===== config.mk =====
export PLATFORM = sky130hd
export DESIGN_NAME = rom_dump_sequencer
export DESIGN_NICKNAME = d
export VERILOG_FILES = /design/src/rtl/rom_dump_sequencer.sv
export SDC_FILE = /design/constraint.sdc
export NUM_CORES = 1
export LEC_CHECK = 0
export CORE_MARGIN = 2
export CORE_UTILIZATION = 30
export CTS_CLUSTER_SIZE = 40
export DETAILED_ROUTE_END_ITERATION = 10
export REMOVE_ABC_BUFFERS = 1
export SYNTH_ARGS = -nofsm -noshare
export SYNTH_HDL_FRONTEND = slang
export SYNTH_SLANG_ARGS = --single-unit

===== constraint.sdc =====
create_clock -name clk -period 2.8 [get_ports clk]
set_input_delay 0.28 -clock clk [delete_from_list [all_inputs] [get_ports clk]]
set_output_delay 0.28 -clock clk [all_outputs]
set_load 0.1 [all_outputs]

===== src/rtl/rom_dump_sequencer.sv =====
// rom_dump_sequencer
// Walks an entire ROM through rom_reader's address-step inputs, from address 0
// to the last address. At each address it waits for rom_reader to report the
// expected address, lets the data settle, and offers an {address, data} word
// on a valid/ready stream. All outputs are registered and follow the state
// that is being entered, so each output is a clean function of the state.

module rom_dump_sequencer #(
    parameter int DATA_WIDTH        = 4,
    parameter int ADDRESS_WIDTH     = 8,
    parameter int STEP_PULSE_CYCLES = 8,
    parameter int SETTLE_CYCLES     = 16,
    parameter int ACK_TIMEOUT       = 64
) (
    input  logic                     clk,
    input  logic                     reset,
    input  logic                     start,
    input  logic                     abort,
    input  logic [ADDRESS_WIDTH-1:0] rom_address,
    input  logic [DATA_WIDTH-1:0]    rom_data,
    output logic                     reader_reset_n,
    output logic                     increment_address,
    output logic                     decrement_address,
    output logic                     out_valid,
    input  logic                     out_ready,
    output logic [ADDRESS_WIDTH-1:0] out_address,
    output logic [DATA_WIDTH-1:0]    out_data,
    output logic                     busy,
    output logic                     done,
    output logic                     error
);

    // One shared timer serves the reader-reset, settle, step and ack phases;
    // it must be wide enough for the longest of them.
    localparam int TIMER_MAX_A = (STEP_PULSE_CYCLES > SETTLE_CYCLES) ? STEP_PULSE_CYCLES : SETTLE_CYCLES;
    localparam int TIMER_MAX   = (TIMER_MAX_A > ACK_TIMEOUT) ? TIMER_MAX_A : ACK_TIMEOUT;
    localparam int TIMER_WIDTH = $clog2(TIMER_MAX + 1);

    localparam logic [TIMER_WIDTH-1:0] TIMER_ZERO  = {TIMER_WIDTH{1'b0}};
    localparam logic [TIMER_WIDTH-1:0] TIMER_ONE   = TIMER_WIDTH'(1);
    // rom_reader is held in reset for two cycles: timer values 0 and 1.
    localparam logic [TIMER_WIDTH-1:0] RST_LAST    = TIMER_WIDTH'(1);
    localparam logic [TIMER_WIDTH-1:0] STEP_LAST   = TIMER_WIDTH'(STEP_PULSE_CYCLES - 1);
    localparam logic [TIMER_WIDTH-1:0] SETTLE_LAST = TIMER_WIDTH'(SETTLE_CYCLES - 1);
    localparam logic [TIMER_WIDTH-1:0] ACK_LAST    = TIMER_WIDTH'(ACK_TIMEOUT - 1);

    localparam logic [ADDRESS_WIDTH-1:0] ADDR_ZERO = {ADDRESS_WIDTH{1'b0}};
    localparam logic [ADDRESS_WIDTH-1:0] ADDR_ONE  = ADDRESS_WIDTH'(1);
    localparam logic [ADDRESS_WIDTH-1:0] ADDR_LAST = {ADDRESS_WIDTH{1'b1}};
    localparam logic [DATA_WIDTH-1:0]    DATA_ZERO = {DATA_WIDTH{1'b0}};

    typedef enum logic [2:0] {
        S_IDLE       = 3'd0,
        S_RST_READER = 3'd1,
        S_WAIT_ADDR  = 3'd2,
        S_SETTLE     = 3'd3,
        S_PRESENT    = 3'd4,
        S_STEP       = 3'd5,
        S_DONE       = 3'd6,
        S_ERROR      = 3'd7
    } state_t;

    state_t                     state_r;
    state_t                     state_nx_s;
    logic [TIMER_WIDTH-1:0]     timer_r;
    logic [TIMER_WIDTH-1:0]     timer_nx_s;
    logic [ADDRESS_WIDTH-1:0]   expected_r;
    logic [ADDRESS_WIDTH-1:0]   expected_nx_s;
    logic [ADDRESS_WIDTH-1:0]   out_address_r;
    logic [ADDRESS_WIDTH-1:0]   out_address_nx_s;
    logic [DATA_WIDTH-1:0]      out_data_r;
    logic [DATA_WIDTH-1:0]      out_data_nx_s;

    logic reader_reset_n_r;
    logic increment_r;
    logic out_valid_r;
    logic busy_r;
    logic done_r;
    logic error_r;

    // State register.
    always_ff @(posedge clk or posedge reset) begin
        if (reset) begin
            state_r <= S_IDLE;
        end else begin
            state_r <= state_nx_s;
        end
    end

    // Next-state, timer, expected-address and word-latch logic; abort wins over everything.
    always_comb begin
        state_nx_s       = state_r;
        timer_nx_s       = timer_r;
        expected_nx_s    = expected_r;
        out_address_nx_s = out_address_r;
        out_data_nx_s    = out_data_r;

        if (abort) begin
            state_nx_s = S_IDLE;
            timer_nx_s = TIMER_ZERO;
        end else begin
            case (state_r)
                S_IDLE, S_DONE, S_ERROR: begin
                    if (start) begin
                        state_nx_s    = S_RST_READER;
                        timer_nx_s    = TIMER_ZERO;
                        expected_nx_s = ADDR_ZERO;
                    end else begin
                        state_nx_s = state_r;
                    end
                end

                S_RST_READER: begin
                    if (timer_r == RST_LAST) begin
                        state_nx_s = S_WAIT_ADDR;
                        timer_nx_s = TIMER_ZERO;
                    end else begin
                        timer_nx_s = timer_r + TIMER_ONE;
                    end
                end

                // Only this state compares the reader's address; an early
                // arrival during STEP is simply seen here on the first cycle.
                S_WAIT_ADDR: begin
                    if (rom_address == expected_r) begin
                        state_nx_s = S_SETTLE;
                        timer_nx_s = TIMER_ZERO;
                    end else if (timer_r == ACK_LAST) begin
                        state_nx_s = S_ERROR;
                        timer_nx_s = TIMER_ZERO;
                    end else begin
                        timer_nx_s = timer_r + TIMER_ONE;
                    end
                end

                S_SETTLE: begin
                    if (timer_r == SETTLE_LAST) begin
                        state_nx_s       = S_PRESENT;
                        timer_nx_s       = TIMER_ZERO;
                        out_address_nx_s = expected_r;
                        out_data_nx_s    = rom_data;
                    end else begin
                        timer_nx_s = timer_r + TIMER_ONE;
                    end
                end

                // out_valid is high throughout this state, so out_ready alone
                // completes the handshake. No timeout: a stalled sink waits forever.
                S_PRESENT: begin
                    if (out_ready) begin
                        timer_nx_s = TIMER_ZERO;
                        if (expected_r == ADDR_LAST) begin
                            state_nx_s = S_DONE;
                        end else begin
                            state_nx_s    = S_STEP;
                            expected_nx_s = expected_r + ADDR_ONE;
                        end
                    end else begin
                        state_nx_s = S_PRESENT;
                    end
                end

                S_STEP: begin
                    if (timer_r == STEP_LAST) begin
                        state_nx_s = S_WAIT_ADDR;
                        timer_nx_s = TIMER_ZERO;
                    end else begin
                        timer_nx_s = timer_r + TIMER_ONE;
                    end
                end

                default: begin
                    state_nx_s = S_IDLE;
                    timer_nx_s = TIMER_ZERO;
                end
            endcase
        end
    end

    // Datapath registers: timer, expected address and the presented word.
    always_ff @(posedge clk or posedge reset) begin
        if (reset) begin
            timer_r       <= TIMER_ZERO;
            expected_r    <= ADDR_ZERO;
            out_address_r <= ADDR_ZERO;
            out_data_r    <= DATA_ZERO;
        end else begin
            timer_r       <= timer_nx_s;
            expected_r    <= expected_nx_s;
            out_address_r <= out_address_nx_s;
            out_data_r    <= out_data_nx_s;
        end
    end

    // Registered control outputs decoded from the state being entered.
    always_ff @(posedge clk or posedge reset) begin
        if (reset) begin
            reader_reset_n_r <= 1'b1;
            increment_r      <= 1'b0;
            out_valid_r      <= 1'b0;
            busy_r           <= 1'b0;
            done_r           <= 1'b0;
            error_r          <= 1'b0;
        end else begin
            reader_reset_n_r <= (state_nx_s != S_RST_READER);
            increment_r      <= (state_nx_s == S_STEP);
            out_valid_r      <= (state_nx_s == S_PRESENT);
            busy_r           <= !((state_nx_s == S_IDLE) || (state_nx_s == S_DONE) ||
                                  (state_nx_s == S_ERROR));
            done_r           <= (state_nx_s == S_DONE);
            error_r          <= (state_nx_s == S_ERROR);
        end
    end

    assign reader_reset_n    = reader_reset_n_r;
    assign increment_address = increment_r;
    assign decrement_address = 1'b0;
    assign out_valid         = out_valid_r;
    assign out_address       = out_address_r;
    assign out_data          = out_data_r;
    assign busy              = busy_r;
    assign done              = done_r;
    assign error             = error_r;

endmodule


==> results by group <==
Finish
  – FF/Latch Area: 902.1 µm²
  – Post-route cell area: between 2000 and 2500 µm²
  – Fraction of layout cells with a size suffix above 1: between 10% and 20%
  – Fill cells: roughly 690
  – # nets final: around 260
  – Layout Utilization: a little under two fifths
  – Multi-input gate area: a little over 1000 µm²
  – Ant diodes: 0
  – Syn-to-layout area delta: 20.23%

Pwr
  – Pwr dens: ~730 nW/µm²
  – Combinational share of power: between 30% and 40%
  – Clk pwr share: between 20% and 30%
  – Worst vdd ir: ~500 µV
  – Sw Ratio: between 40% and 50%
  – Sequential Power Share: 36.8%
  – Lkg Pwr: 1.113 nW
  – Int Power: 0.001069 W
  – P_sw: 0.0007476 W

Setup path
  – Worst setup SP type: flop
  – Buf/Inv on CP: 0
  – Max Fanout on Critical Path: 7
  – Worst path cell trace: ha_1 -> nand3_1 -> or3_2 -> o21ai_0 -> a311oi_2 -> and3_1 -> a21oi_1
  – CP endpoint kind: flop
  – Reg2Reg Setup Slack: 0.66 ns
  – CP max stage delay: between 0.5 and 0.6 ns
  – CP required: between 3 and 4 ns
  – Delay-heaviest family, CP: simple AND/OR/NAND/NOR gates
  – Crit-path slowest cell: or3_2
  – Arrival @ worst endpoint: about 2.4 ns
  – Crit path kind: reg2reg

Floorplanning
  – Die Ht: around 87 µm
  – Ports: 36
  – Row count: 30
  – Die X: about 87 µm
  – Initial Util: 30.74%
  – Die area: 7566 µm²
  – Placeable Area: around 6700 µm²

Yosys
  – Synth top cells by count: 35 x dfrtp_1, 22 x nand2_1, 16 x nor2_1
  – Syn Area/Cell: 9.884 µm²
  – Mapped cell area: 2066 µm²
  – Cell with the most instances after synthesis: dfrtp_1
  – Synth Register Bits: 36
  – Top FF cell, synth: dfrtp_1
  – EDFF count, synth: 0
  – Synth top area share: 42.40%
  – Syn. warnings: 0
  – Sequential area share after synthesis: between 40 and 50%
  – Synth top area cells: dfrtp_1 42%, mux2_4 4.4%, nand2_1 4.0%
  – Post-synth ARST share: 100.0%
  – Most area-hungry cell type in the Yosys netlist: dfrtp_1
  – Synthesized instance count: ~210
  – Distinct cells, synth: 49

Placed design
  – Setup WS pre-CTS: 0.5726 ns
  – Final GP Congestion: between 0.8 and 0.9
  – Hpwl dp: between 3000 and 4000 µm
  – DP Area: between 2000 and 2500 µm²
  – Port bufs: 34

Global routing
  – Grt ovf: 0
  – GRT Util Overall: between 10% and 20%
  – Largest net degree at the start of global routing: 37
  – Vias in the first global route: roughly 1.6k
  – Antenna violations before repair: 0
  – First-pass GRT wire length: ~7500 µm

Routing
  – Wire length on met2: roughly 1900 µm
  – Routed vias: about 1.6k
  – Average wire per standard cell: 13.45 µm
  – Metal3 WL: 273 µm
  – WL met1: around 2100 µm
  – Post-route ant nets: 0
  – Top layer in use: met4
  – Iteration-0 DRC count of the detailed router: around 150
  – Drc violations: 0
  – Drt first pass iters: 4
  – Routed wire length: about 4300 µm
  – Vias per cell: between 5 and 6

Run
  – Max-cap viol count: 0

STA
  – Final setup vio count: 0
  – Final hold vios: 0
  – RSZ-0062 raised after global routing: no
  – Max-slew headroom: a little under three fifths
  – Tcrit/Tclk final: between 70 and 80%
  – Fmax: 468.0 MHz
  – Slew Limit Fails: 0
  – Minimum clock period: 2.137 ns
  – Clock Skews: about 0.0074 ns
  – TNS Setup: 0 ns
  – Hold slack: about 0.4 ns
  – Final setup margin: 0.6632 ns
  – Worst Tran Pin Value: around 0.64 ns

Clocking
  – Clk_lat worst skew: roughly 0.29 ns
  – CTS H-tree depth: 2
  – Post_cts resized: 0
  – Root buf cell: clkbuf_8
  – Clock slew at reported path FFs: 0.07 ns
  – Clk buf depth: 2
  – TritonCTS clock tree: done
  – Number of setup buffers added after CTS: 0
  – # clock sinks: 36
  – CTS buffer count: 5
  – Cts-stage hold buffer count: 0

Min path
  – Tightest Hold Check Type: in2async

Status
  – Status: finished, final reports clean
[final timing paths]
| kind | from | to | cells after the start |
|---|---|---|---|
| max in group asynchronous | reset | reader_reset_n | 3 |
| min in group clk | out_address[0] | out_address[0] | 2 |
| worst min register to register | out_address[0] | out_address[0] | 2 |
| worst max-delay path | timer_r[0] | busy | 7 |
| worst max register to register | timer_r[0] | busy | 7 |
| worst min-delay path | reset | out_data[1] | 3 |
[stage by stage]
step	std cells	power, W
floorplan	200	0.001201
global placement	315	0.001374
detailed placement	315	0.001374
CTS	323	0.001831
global route	323	0.001937
finish	323	0.001817
[worst register-to-register path, delay by kind of cell (launching register included)]
kind / cells / cell delay [ns]
AND/OR/NAND/NOR: 3 / 0.99
AO/OA/AOI/OAI: 3 / 0.42
adder cells (fa/ha/maj): 1 / 0.27
flip-flops: 1 / 0.40
[cells by family (layout without fill, tap and decap cells)]
logic type	count (synthesis)	after routing	synth area share [%]
and+or+nand+nor	80	80	20.53
DFF	36	36	43.67
xor gates and xnor gates	14	14	5.936
muxes	11	11	7.026
adders and majority gates	3	3	1.817
AOI/OAI and AO/OA	43	43	14.17
buffers and inverters	21	55	6.662
other	1	1	0.1815
[area by class of cell]
type,instances,share of cell area (%)
clock buffers,6,2.922
clock inverters,2,1.411
inverters,12,1.814
multi-input cells,152,41.31
flip-flops and latches,36,36.32
well taps,80,4.030
repair buffers,35,12.19
[state kept, by name, indices dropped and copies added (netlist names), 3 cells and up]
register / cells
out_data: 4
state_r: 3
timer_r: 7
expected_r: 8
out_address: 8
[layer usage]
| metal | GRT usage, % | vias to the layer above |
|---|---|---|
| met5 | 0 | - |
| met4 | 3.693 | 0 |
| met3 | 3.886 | 4 |
| met2 | 19.22 | 48 |
| met1 | 17.28 | 778 |
| li1 | - | 802 |
[power groups by stage]
stage | Combinational (W) | Clock (W) | Sequential (W)
6_report | 0.000696 | 0.000452 | 0.000668
4_1_cts | 0.000700 | 0.000464 | 0.000667
3_3_place_gp | 0.000696 | 0 | 0.000678
5_1_grt | 0.000768 | 0.000488 | 0.000682
2_1_floorplan | 0.000364 | 0 | 0.000837
3_5_place_dp | 0.000698 | 0 | 0.000676
[placed cells by master, fill, tap and decap left out, drive strengths merged, types with 2 or more instances in the layout]
| master | instances |
|---|---|
| a31o | 2 |
| nand3 | 7 |
| ha | 3 |
| o21a | 2 |
| and3 | 4 |
| nand4 | 7 |
| nor3 | 7 |
| or3 | 4 |
| o21ai | 14 |
| mux2 | 10 |
| nand2b | 6 |
| buf | 19 |
| nor2 | 16 |
| clkbuf | 6 |
| o22ai | 3 |
| xnor2 | 8 |
| nand2 | 22 |
| dfrtp | 35 |
| o211ai | 3 |
| inv | 12 |
| a21oi | 7 |
| a31oi | 3 |
| xor2 | 6 |
| clkdlybuf4s50 | 16 |
Power figures use the tool's default switching activity.
